File: src/rtl/gate_model_test_sequencer.sv
// Stimulus sequencer for a combinational gate-library model.
// Sweeps an inclusive (possibly wrapping) input-vector range. Each vector is
// held for a fixed settle time before the model's response is captured. The
// capture is then streamed out over valid/ready and folded into a MISR
// signature.
module gate_model_test_sequencer #(
    parameter int unsigned IN_W   = 21,
    parameter int unsigned OUT_W  = 10,  // must not exceed SIG_W
    parameter int unsigned SETTLE = 2,   // settle cycles per vector, at least 1
    parameter int unsigned SIG_W  = 16
) (
    input  logic                   clk,
    input  logic                   rst,
    input  logic                   start,
    input  logic [IN_W-1:0]        first_vec,
    input  logic [IN_W-1:0]        last_vec,
    output logic [IN_W-1:0]        dut_in,
    input  logic [OUT_W-1:0]       dut_out,
    output logic                   resp_valid,
    output logic [IN_W+OUT_W-1:0]  resp_data,
    input  logic                   resp_ready,
    output logic                   busy,
    output logic                   done,
    output logic [SIG_W-1:0]       signature,
    output logic [IN_W:0]          vec_count
);

    typedef enum logic [2:0] {
        S_IDLE,
        S_APPLY,
        S_SETTLE,
        S_CAPTURE,
        S_HOLD,
        S_DONE
    } state_t;

    // The settle counter runs 0 .. SETTLE-1.
    localparam int unsigned CNT_W = (SETTLE > 1) ? $clog2(SETTLE) : 1;
    localparam logic [CNT_W-1:0] SETTLE_LAST = CNT_W'(SETTLE - 1);

    // Feedback taps for x^16+x^15+x^13+x^4+1: state bits 15, 14, 12 and 3.
    localparam logic [SIG_W-1:0] MISR_TAPS = SIG_W'(16'hD008);

    state_t                  state_q, state_d;
    logic [IN_W-1:0]         dut_in_q, dut_in_d;
    logic [IN_W-1:0]         last_q, last_d;
    logic                    valid_q, valid_d;
    logic [IN_W+OUT_W-1:0]   data_q, data_d;
    logic                    busy_q, busy_d;
    logic [SIG_W-1:0]        sig_q, sig_d;
    logic [IN_W:0]           count_q, count_d;
    logic [CNT_W-1:0]        cnt_q, cnt_d;

    logic                    xfer;
    logic                    misr_fb;

    assign xfer    = valid_q & resp_ready;
    assign misr_fb = ^(sig_q & MISR_TAPS);

    // State register and all datapath registers, asynchronously cleared.
    // NOTE: sequential state is assigned with <= so every register samples
    // the pre-edge values, independent of statement order.
    always_ff @(posedge clk or posedge rst) begin
        if (rst) begin
            state_q  <= S_IDLE;
            dut_in_q <= '0;
            last_q   <= '0;
            valid_q  <= 1'b0;
            data_q   <= '0;
            busy_q   <= 1'b0;
            sig_q    <= '0;
            count_q  <= '0;
            cnt_q    <= '0;
        end else begin
            state_q  <= state_d;
            dut_in_q <= dut_in_d;
            last_q   <= last_d;
            valid_q  <= valid_d;
            data_q   <= data_d;
            busy_q   <= busy_d;
            sig_q    <= sig_d;
            count_q  <= count_d;
            cnt_q    <= cnt_d;
        end
    end

    // Next-state and datapath update for the sweep sequence.
    always_comb begin
        // NOTE: every target gets a hold-value default first, so no path
        // through the case statement can leave one unassigned (no latches).
        state_d  = state_q;
        dut_in_d = dut_in_q;
        last_d   = last_q;
        valid_d  = valid_q;
        data_d   = data_q;
        busy_d   = busy_q;
        sig_d    = sig_q;
        count_d  = count_q;
        cnt_d    = cnt_q;

        unique case (state_q)
            S_IDLE: begin
                if (start) begin
                    last_d   = last_vec;
                    dut_in_d = first_vec;
                    sig_d    = '0;
                    count_d  = '0;
                    busy_d   = 1'b1;
                    state_d  = S_APPLY;
                end
            end

            S_APPLY: begin
                cnt_d   = '0;
                state_d = S_SETTLE;
            end

            S_SETTLE: begin
                if (cnt_q == SETTLE_LAST) begin
                    state_d = S_CAPTURE;
                end else begin
                    cnt_d = cnt_q + CNT_W'(1);
                end
            end

            S_CAPTURE: begin
                sig_d   = {sig_q[SIG_W-2:0], misr_fb} ^ SIG_W'(dut_out);
                count_d = count_q + (IN_W + 1)'(1);
                data_d  = {dut_in_q, dut_out};
                valid_d = 1'b1;
                state_d = S_HOLD;
            end

            S_HOLD: begin
                if (xfer) begin
                    valid_d = 1'b0;
                    if (dut_in_q == last_q) begin
                        // busy drops as DONE is entered, so it is low for the done pulse.
                        busy_d  = 1'b0;
                        state_d = S_DONE;
                    end else begin
                        // Wraps all-ones to zero, which makes first > last a legal sweep.
                        dut_in_d = dut_in_q + IN_W'(1);
                        state_d  = S_APPLY;
                    end
                end
            end

            S_DONE: begin
                busy_d  = 1'b0;
                state_d = S_IDLE;
            end

            default: begin
                state_d = S_IDLE;
            end
        endcase
    end

    assign dut_in     = dut_in_q;
    assign resp_valid = valid_q;
    assign resp_data  = data_q;
    assign busy       = busy_q;
    assign done       = (state_q == S_DONE);
    assign signature  = sig_q;
    assign vec_count  = count_q;

endmodule

File: config.mk
export PLATFORM = sky130hd
export DESIGN_NAME = gate_model_test_sequencer
export DESIGN_NICKNAME = d
export VERILOG_FILES = /design/src/rtl/gate_model_test_sequencer.sv
export SDC_FILE = /design/constraint.sdc
export NUM_CORES = 1
export LEC_CHECK = 0
export BUFFER_PORTS_ARGS = -buffer_cell sky130_fd_sc_hd__buf_2
export CORE_UTILIZATION = 48
export DETAILED_ROUTE_END_ITERATION = 16
export PLACE_DENSITY = 0.78
export SLEW_MARGIN = 20
export SYNTH_ARGS = -nofsm -noshare
export SYNTH_HDL_FRONTEND = slang
export SYNTH_SLANG_ARGS = --single-unit
File: constraint.sdc
create_clock -name clk -period 4.4 [get_ports clk]
set_clock_uncertainty 0.15 [all_clocks]
set_input_delay 0.44 -clock clk [delete_from_list [all_inputs] [get_ports clk]]
set_output_delay 0.44 -clock clk [all_outputs]
set_load 0.01 [all_outputs]
### Yosys cells after proc, flatten, opt, wreduce, memory -nomap -nowiden

Index checks and enable logic that the tools add are counted.

* register bits: 117
* bits of input ports: 56
* output and inout port bits: 93
* logic and storage cells: 59

* $add $sub $neg: 3
* eq/ne operators: 11
* mux-type cells: 21
* bitwise operators: 2
* reductions and logical operators: 13

Operators with widths (count)
* 2-to-1 mux 21 bit: 3
* one-hot mux 22 bit (2 select lines): 1
* one-hot mux 21 bit (2 select lines): 1
* one-hot mux 16 bit (2 select lines): 1
* adder 22 x 1 -> 22 bit (second input constant): 1
* 2-to-1 mux 22 bit: 1
* adder 21 x 1 -> 21 bit (second input constant): 1
* == test 21 bit: 1
* 2-to-1 mux 16 bit: 1
* parity 16 bit: 1
* bitwise XOR 16 x 10 -> 16 bit: 1
* one-hot mux 3 bit (5 select lines): 1
* 2-to-1 mux 3 bit: 4
* inequality test 2 bit (second input constant): 5
* AND reduction 4 bit: 2
* nonzero test 2 bit: 4
* == test 3 x 2 -> 1 bit (second input constant): 2
* == test 3 bit (second input constant): 2
* AND reduction 2 bit: 3
* 2-to-1 mux 1 bit: 5
* one-hot mux 1 bit (2 select lines): 2
* == test 3 x 1 -> 1 bit (second input constant): 1
* logical NOT 3 bit: 1
* one-hot mux 1 bit (3 select lines): 1
* other kinds (4): 4

### Longest topological paths before layout

* depth in word-level cells: 4
* depth in mapped cells: 9
* mapped depth without buffers: 7

### Worst setup path before layout

Ideal clock, no wire load.

* kind: register -> register
* start: reg dut_in_q[10], in the netlist dut_in[10]
* end: reg dut_in_q[19], in the netlist dut_in[19]
* data arrival time: 1.735 ns
* data required time: 4.117 ns
* setup slack: 2.382 ns
* stages on the path, launching flop included: 9
* buffers on the path: 2
* path through: dfrtp_1 buf_6 xor2_1 nor4_1 nand4_1 nor3_4 buf_4 o31ai_1 a21boi_0

* longest elaborated chain between the ends: 4

RTL lines
* from (decl): line 45 `logic [IN_W-1:0] dut_in_q, dut_in_d;`
* from (signal assigned): line 76 `dut_in_q <= dut_in_d;`
* adder 21 x 1 -> 21 bit: line 143 `dut_in_d = dut_in_q + IN_W'(1);`
* 2-to-1 mux 21 bit: line 137 `if (dut_in_q == last_q) begin`
* 2-to-1 mux 21 bit: line 135 `if (xfer) begin`
* one-hot mux 21 bit (2 select lines): line 101 `unique case (state_q)`

Parallel ways exist; a longest one is shown, timed or not. The select of a mux whose other input is x is not followed.
A chain may end at the register's enable or synchronous reset.

### Worst setup path in the final report

* start: reg dut_in_q[12], in the netlist dut_in[12]
* end: reg dut_in_q[16], in the netlist dut_in[16]

Same word-level chain as after synthesis.

==> results list <==
* Via count: 5065
- At the end of the flow the core is filled with cells to 0.616.
* Relative max-transition margin: 0.392
- Number of global-route vias before repair: 4909
- Yosys attributes the largest share of cell area to sky130_fd_sc_hd__dfrtp_1 (52%), sky130_fd_sc_hd__nand2_1 (13%), sky130_fd_sc_hd__o21ai_0 (4.9%), sky130_fd_sc_hd__xnor2_1 (2.8%), sky130_fd_sc_hd__xor2_1 (2.8%).
- H-tree lvl count: 4
- After layout, the design draws a total of 5270 µW.
- Root buffer selected by CTS: sky130_fd_sc_hd__clkbuf_16
* Resized Gates After CTS: 0
- Hold-fix buffers, CTS: 0
- The initialized floorplan defines 39 standard-cell rows.
- The worst register-to-register path ends at dut_in[16].
- sky130_fd_sc_hd__dfrtp_1 takes more of the synthesized area than any other cell.
- STA puts the critical path data arrival time at 3.00 ns.
- After filler insertion, the fill cell instance count of the layout stands at 1001.
- Worst Setup Slack, final: 1.57 ns
* Sequential share of the synthesized area: 0.518
- The worst setup path is of the reg2reg kind.
- In the synthesized netlist the dominant register cell turns out to be sky130_fd_sc_hd__dfrtp_1.
* Syn Area/Cell: 9.07 µm²
- The die covers 12200 µm².
- In the final design database the tool counted 818 nets.
- The worst setup path is captured at a flip-flop.
- Dominant combinational cell family by area after synthesis: simple AND/OR/NAND/NOR gates
* Standby leakage power: 0.00358 µW
- For the worst flop-to-flop path, the logic depth is 6.
* Total GRT Usage: 0.251
- The detail route stage leaves a number of antenna-violating nets equal to 0.
* Power Density: 748 nW/µm²
* Final hold violation count: 0
- The mapped netlist covers 5650 µm².
- Synthesized Nets: 681
- Yosys warns: 0
- CP Launch Type: flip-flop
* Proportion of power drawn by combinational gates: 0.373
- Of the total synthesized cell area, the portion taken by AND, OR, NAND and NOR gates is 0.239.
- Number of pins exceeding their max-slew limit in the final report: 0
- CORE AREA: 11400 µm²
- Internal power: 3170 µW
- The sequential cells in the finished layout cover a total of 2930 µm².
- Final RePlAce weighted congestion: 0.877
* Post-Route Hold Slack: 0.00749 ns
* Sw Share: 0.398
* Type of the most critical hold path: in2async
- For flop-to-flop paths, the worst setup slack is 1.57 ns.
- Total Routed Length: 15000 µm
- Finish-stage setup viols: 0
- For this block, the initial DRC count from the detailed router was 478.
- Dividing the detail-routed via count by the number of cells gives 5.53.
- The first global-routing pass estimated 24400 µm of wire.
- IR analysis of the VDD net gives a maximum drop of 0.400 mV.
- Post-Synthesis Cells: 623
- Die X: 110 µm
- Clock tree from TritonCTS: yes
* Clock slew at the register clock pins of the worst setup and hold paths: 0.05 ns
- TritonCTS buffer count: 17
* Grt ovf: 0
- Synthesized flop and latch total: 117
- Of the total synthesized cell area, the portion taken by full adders, half adders and majority gates is 0.00443.
- Compound-Gate Fraction of Synth Area: 0.127
- Setup repair after global routing left no endpoint under its margin.
- Number of remaining DRC errors: 0
* Relative contribution of sequential cells to total power: 0.374
- Of all nets on the critical path, the largest fanout is 23.
* XOR/XNOR share of the synthesized area: 0.0558
- Time the worst path needs with I/O delays and setup: 2.83 ns
- Number of buffers added on ports: 148
* Clock Latency Late Sink: 0.41 ns
- From synthesis to final layout, the design area changed by 24.6%.
* Startpoint of the lowest-slack register-to-register path: dut_in[12]
* Diodes inserted: 0
- DIE HEIGHT: 110 µm
* Routed length per placed instance: 16.4 µm
- For this design the top-level I/O count stands at 149.
- For this run, the detailed router's first-pass iteration total came to 5.
* Clock network fraction of design power: 0.252
* Number of setup buffers added after CTS: 0
- Result of the run: complete, no violations
- After synthesis, the share of cell area in mux cells is 0.0195.
- Antenna violations before repair: 0
* Period utilisation layout: 0.643
* Top cell type's share of synthesized area: 0.518
- The analysis attributes to net switching a power of 2100 µW.
- CTS Buffer Depth: 2
- Summed over all failing endpoints, the final setup total negative slack is 0 ns.
- For this configuration, the core starts out at a cell density of 0.495.
- Layout cells sized above 1: 0.264
* Estimated wirelength of the detail-placed design: 10400 µm
* Worst slack, placed: 1.67 ns
- Entering global routing, the biggest net connects 60 pins.
- Clock tree synthesis found a total of 117 sinks.
- For the worst setup path, the data required time is 4.57 ns.
* Footprint of the multi-input gates: 2520 µm²
- Across the run, the number of max-cap violations was 0.
* Number of flops mapped to enable cells by yosys: 0
* Share of synthesized flip-flops with an asynchronous set or reset: 1.00
- Timing would allow up to 354 MHz.
* Tightest Pin Transition: 0.908 ns
- Synthesis instantiated 49 different standard cells from the library.
layout make-up:
| class | instances | area share |
|---|---|---|
| Sequential cell | 117 | 0.416 |
| Multi-Input combinational cell | 462 | 0.359 |
| Timing Repair Buffer | 156 | 0.115 |
| Clock buffer | 23 | 0.0665 |
| Tap cell | 143 | 0.0254 |
| Clock inverter | 9 | 0.0146 |
| Inverter | 6 | 0.00355 |
kinds of logic (layout without fill, tap and decap cells):
kind of cell / count (synthesis) / in the layout
AND/OR/NAND/NOR: 305 / 305
flip-flops: 117 / 117
AO/OA/AOI/OAI: 108 / 108
buffers and inverters: 44 / 194
XOR/XNOR: 36 / 36
multiplexers: 11 / 11
adder cells (fa/ha/maj): 2 / 2
worst max-delay path, stage by stage (launching register included):
cell                        delay (ns)
sky130_fd_sc_hd__dfrtp_1          0.46
sky130_fd_sc_hd__xor2_1           0.20
sky130_fd_sc_hd__nor4_1           0.39
sky130_fd_sc_hd__nand3_1          0.20
sky130_fd_sc_hd__nor3_4           0.73
sky130_fd_sc_hd__nor2_2           0.37
sky130_fd_sc_hd__a2bb2oi_1        0.24
power by group through the flow:
stage	Sequential, µW	Clock (µW)	Combinational (µW)
final	1970	1330	1970
after floorplan	1950	0	1260
after global placement	1940	0	1900
after CTS	1960	1350	1960
after global routing	2020	1400	2170
after detailed placement	1980	0	1940
cells in the mapped netlist (all sizes together), types with 2 or more instances:
| library cell | n |
|---|---|
| nand2 | 203 |
| a2bb2oi | 11 |
| o21ai | 55 |
| nand4 | 10 |
| a22o | 7 |
| a21oi | 10 |
| nand3 | 26 |
| and3 | 9 |
| o22ai | 7 |
| nor2 | 21 |
| inv | 6 |
| ha | 2 |
| a31oi | 3 |
| mux2i | 11 |
| a211oi | 3 |
| nor4 | 4 |
| o31ai | 5 |
| and2 | 4 |
| dfrtp | 117 |
| and4 | 5 |
| clkbuf | 26 |
| xnor2 | 18 |
| buf | 12 |
| xor2 | 18 |
| nand2b | 5 |
| nor3 | 13 |
worst max-delay path by stage:
stage	start	cells past startpoint	endpoint
after CTS	dut_in[6]	6	dut_in[19]
final	dut_in[12]	6	dut_in[16]
after floorplan	rst	1	busy
after detailed placement	dut_in[6]	6	dut_in[19]
after global placement	dut_in[12]	6	dut_in[19]
after global routing	dut_in[6]	6	dut_in[19]
flip-flops by register name, indices dropped and copies added (netlist names):
name,flops
busy,1
last_q,21
signature,16
dut_in,21
vec_count,22
resp_data,31
resp_valid,1
state_q,3
cnt_q,1
layout by cell type (no fill, tap or decap), types with 7 or more instances in the layout:
| cell type | instances |
|---|---|
| sky130_fd_sc_hd__nor2_1 | 18 |
| sky130_fd_sc_hd__nand4_1 | 9 |
| sky130_fd_sc_hd__nand2_1 | 203 |
| sky130_fd_sc_hd__xor2_1 | 18 |
| sky130_fd_sc_hd__a22o_1 | 7 |
| sky130_fd_sc_hd__a21oi_1 | 10 |
| sky130_fd_sc_hd__o22ai_1 | 7 |
| sky130_fd_sc_hd__o21ai_0 | 55 |
| sky130_fd_sc_hd__mux2i_1 | 11 |
| sky130_fd_sc_hd__xnor2_1 | 18 |
| sky130_fd_sc_hd__dfrtp_1 | 117 |
| sky130_fd_sc_hd__buf_2 | 148 |
| sky130_fd_sc_hd__a2bb2oi_2 | 8 |
| sky130_fd_sc_hd__nand3_1 | 26 |
| sky130_fd_sc_hd__and3_1 | 8 |
| sky130_fd_sc_hd__clkbuf_16 | 17 |
| sky130_fd_sc_hd__nor3_1 | 11 |
through the flow:
step,instances,cell area (µm²)
2_1_floorplan,623,5650
3_3_place_gp,882,6440
3_5_place_dp,882,6440
4_1_cts,914,7010
5_1_grt,916,7040
6_report,916,7040
layer usage:
| layer | routed length (µm) | vias to the layer above | share of wire | global-route usage |
|---|---|---|---|---|
| met5 | 0 | - | 0 | 0 |
| met4 | 289 | 0 | 0.019 | 0.0987 |
| met3 | 1100 | 21 | 0.073 | 0.0604 |
| met2 | 7280 | 249 | 0.48 | 0.406 |
| met1 | 6360 | 2409 | 0.42 | 0.325 |
| li1 | - | 2386 | - | - |
No activity file was read; power rests on OpenSTA's default activity.
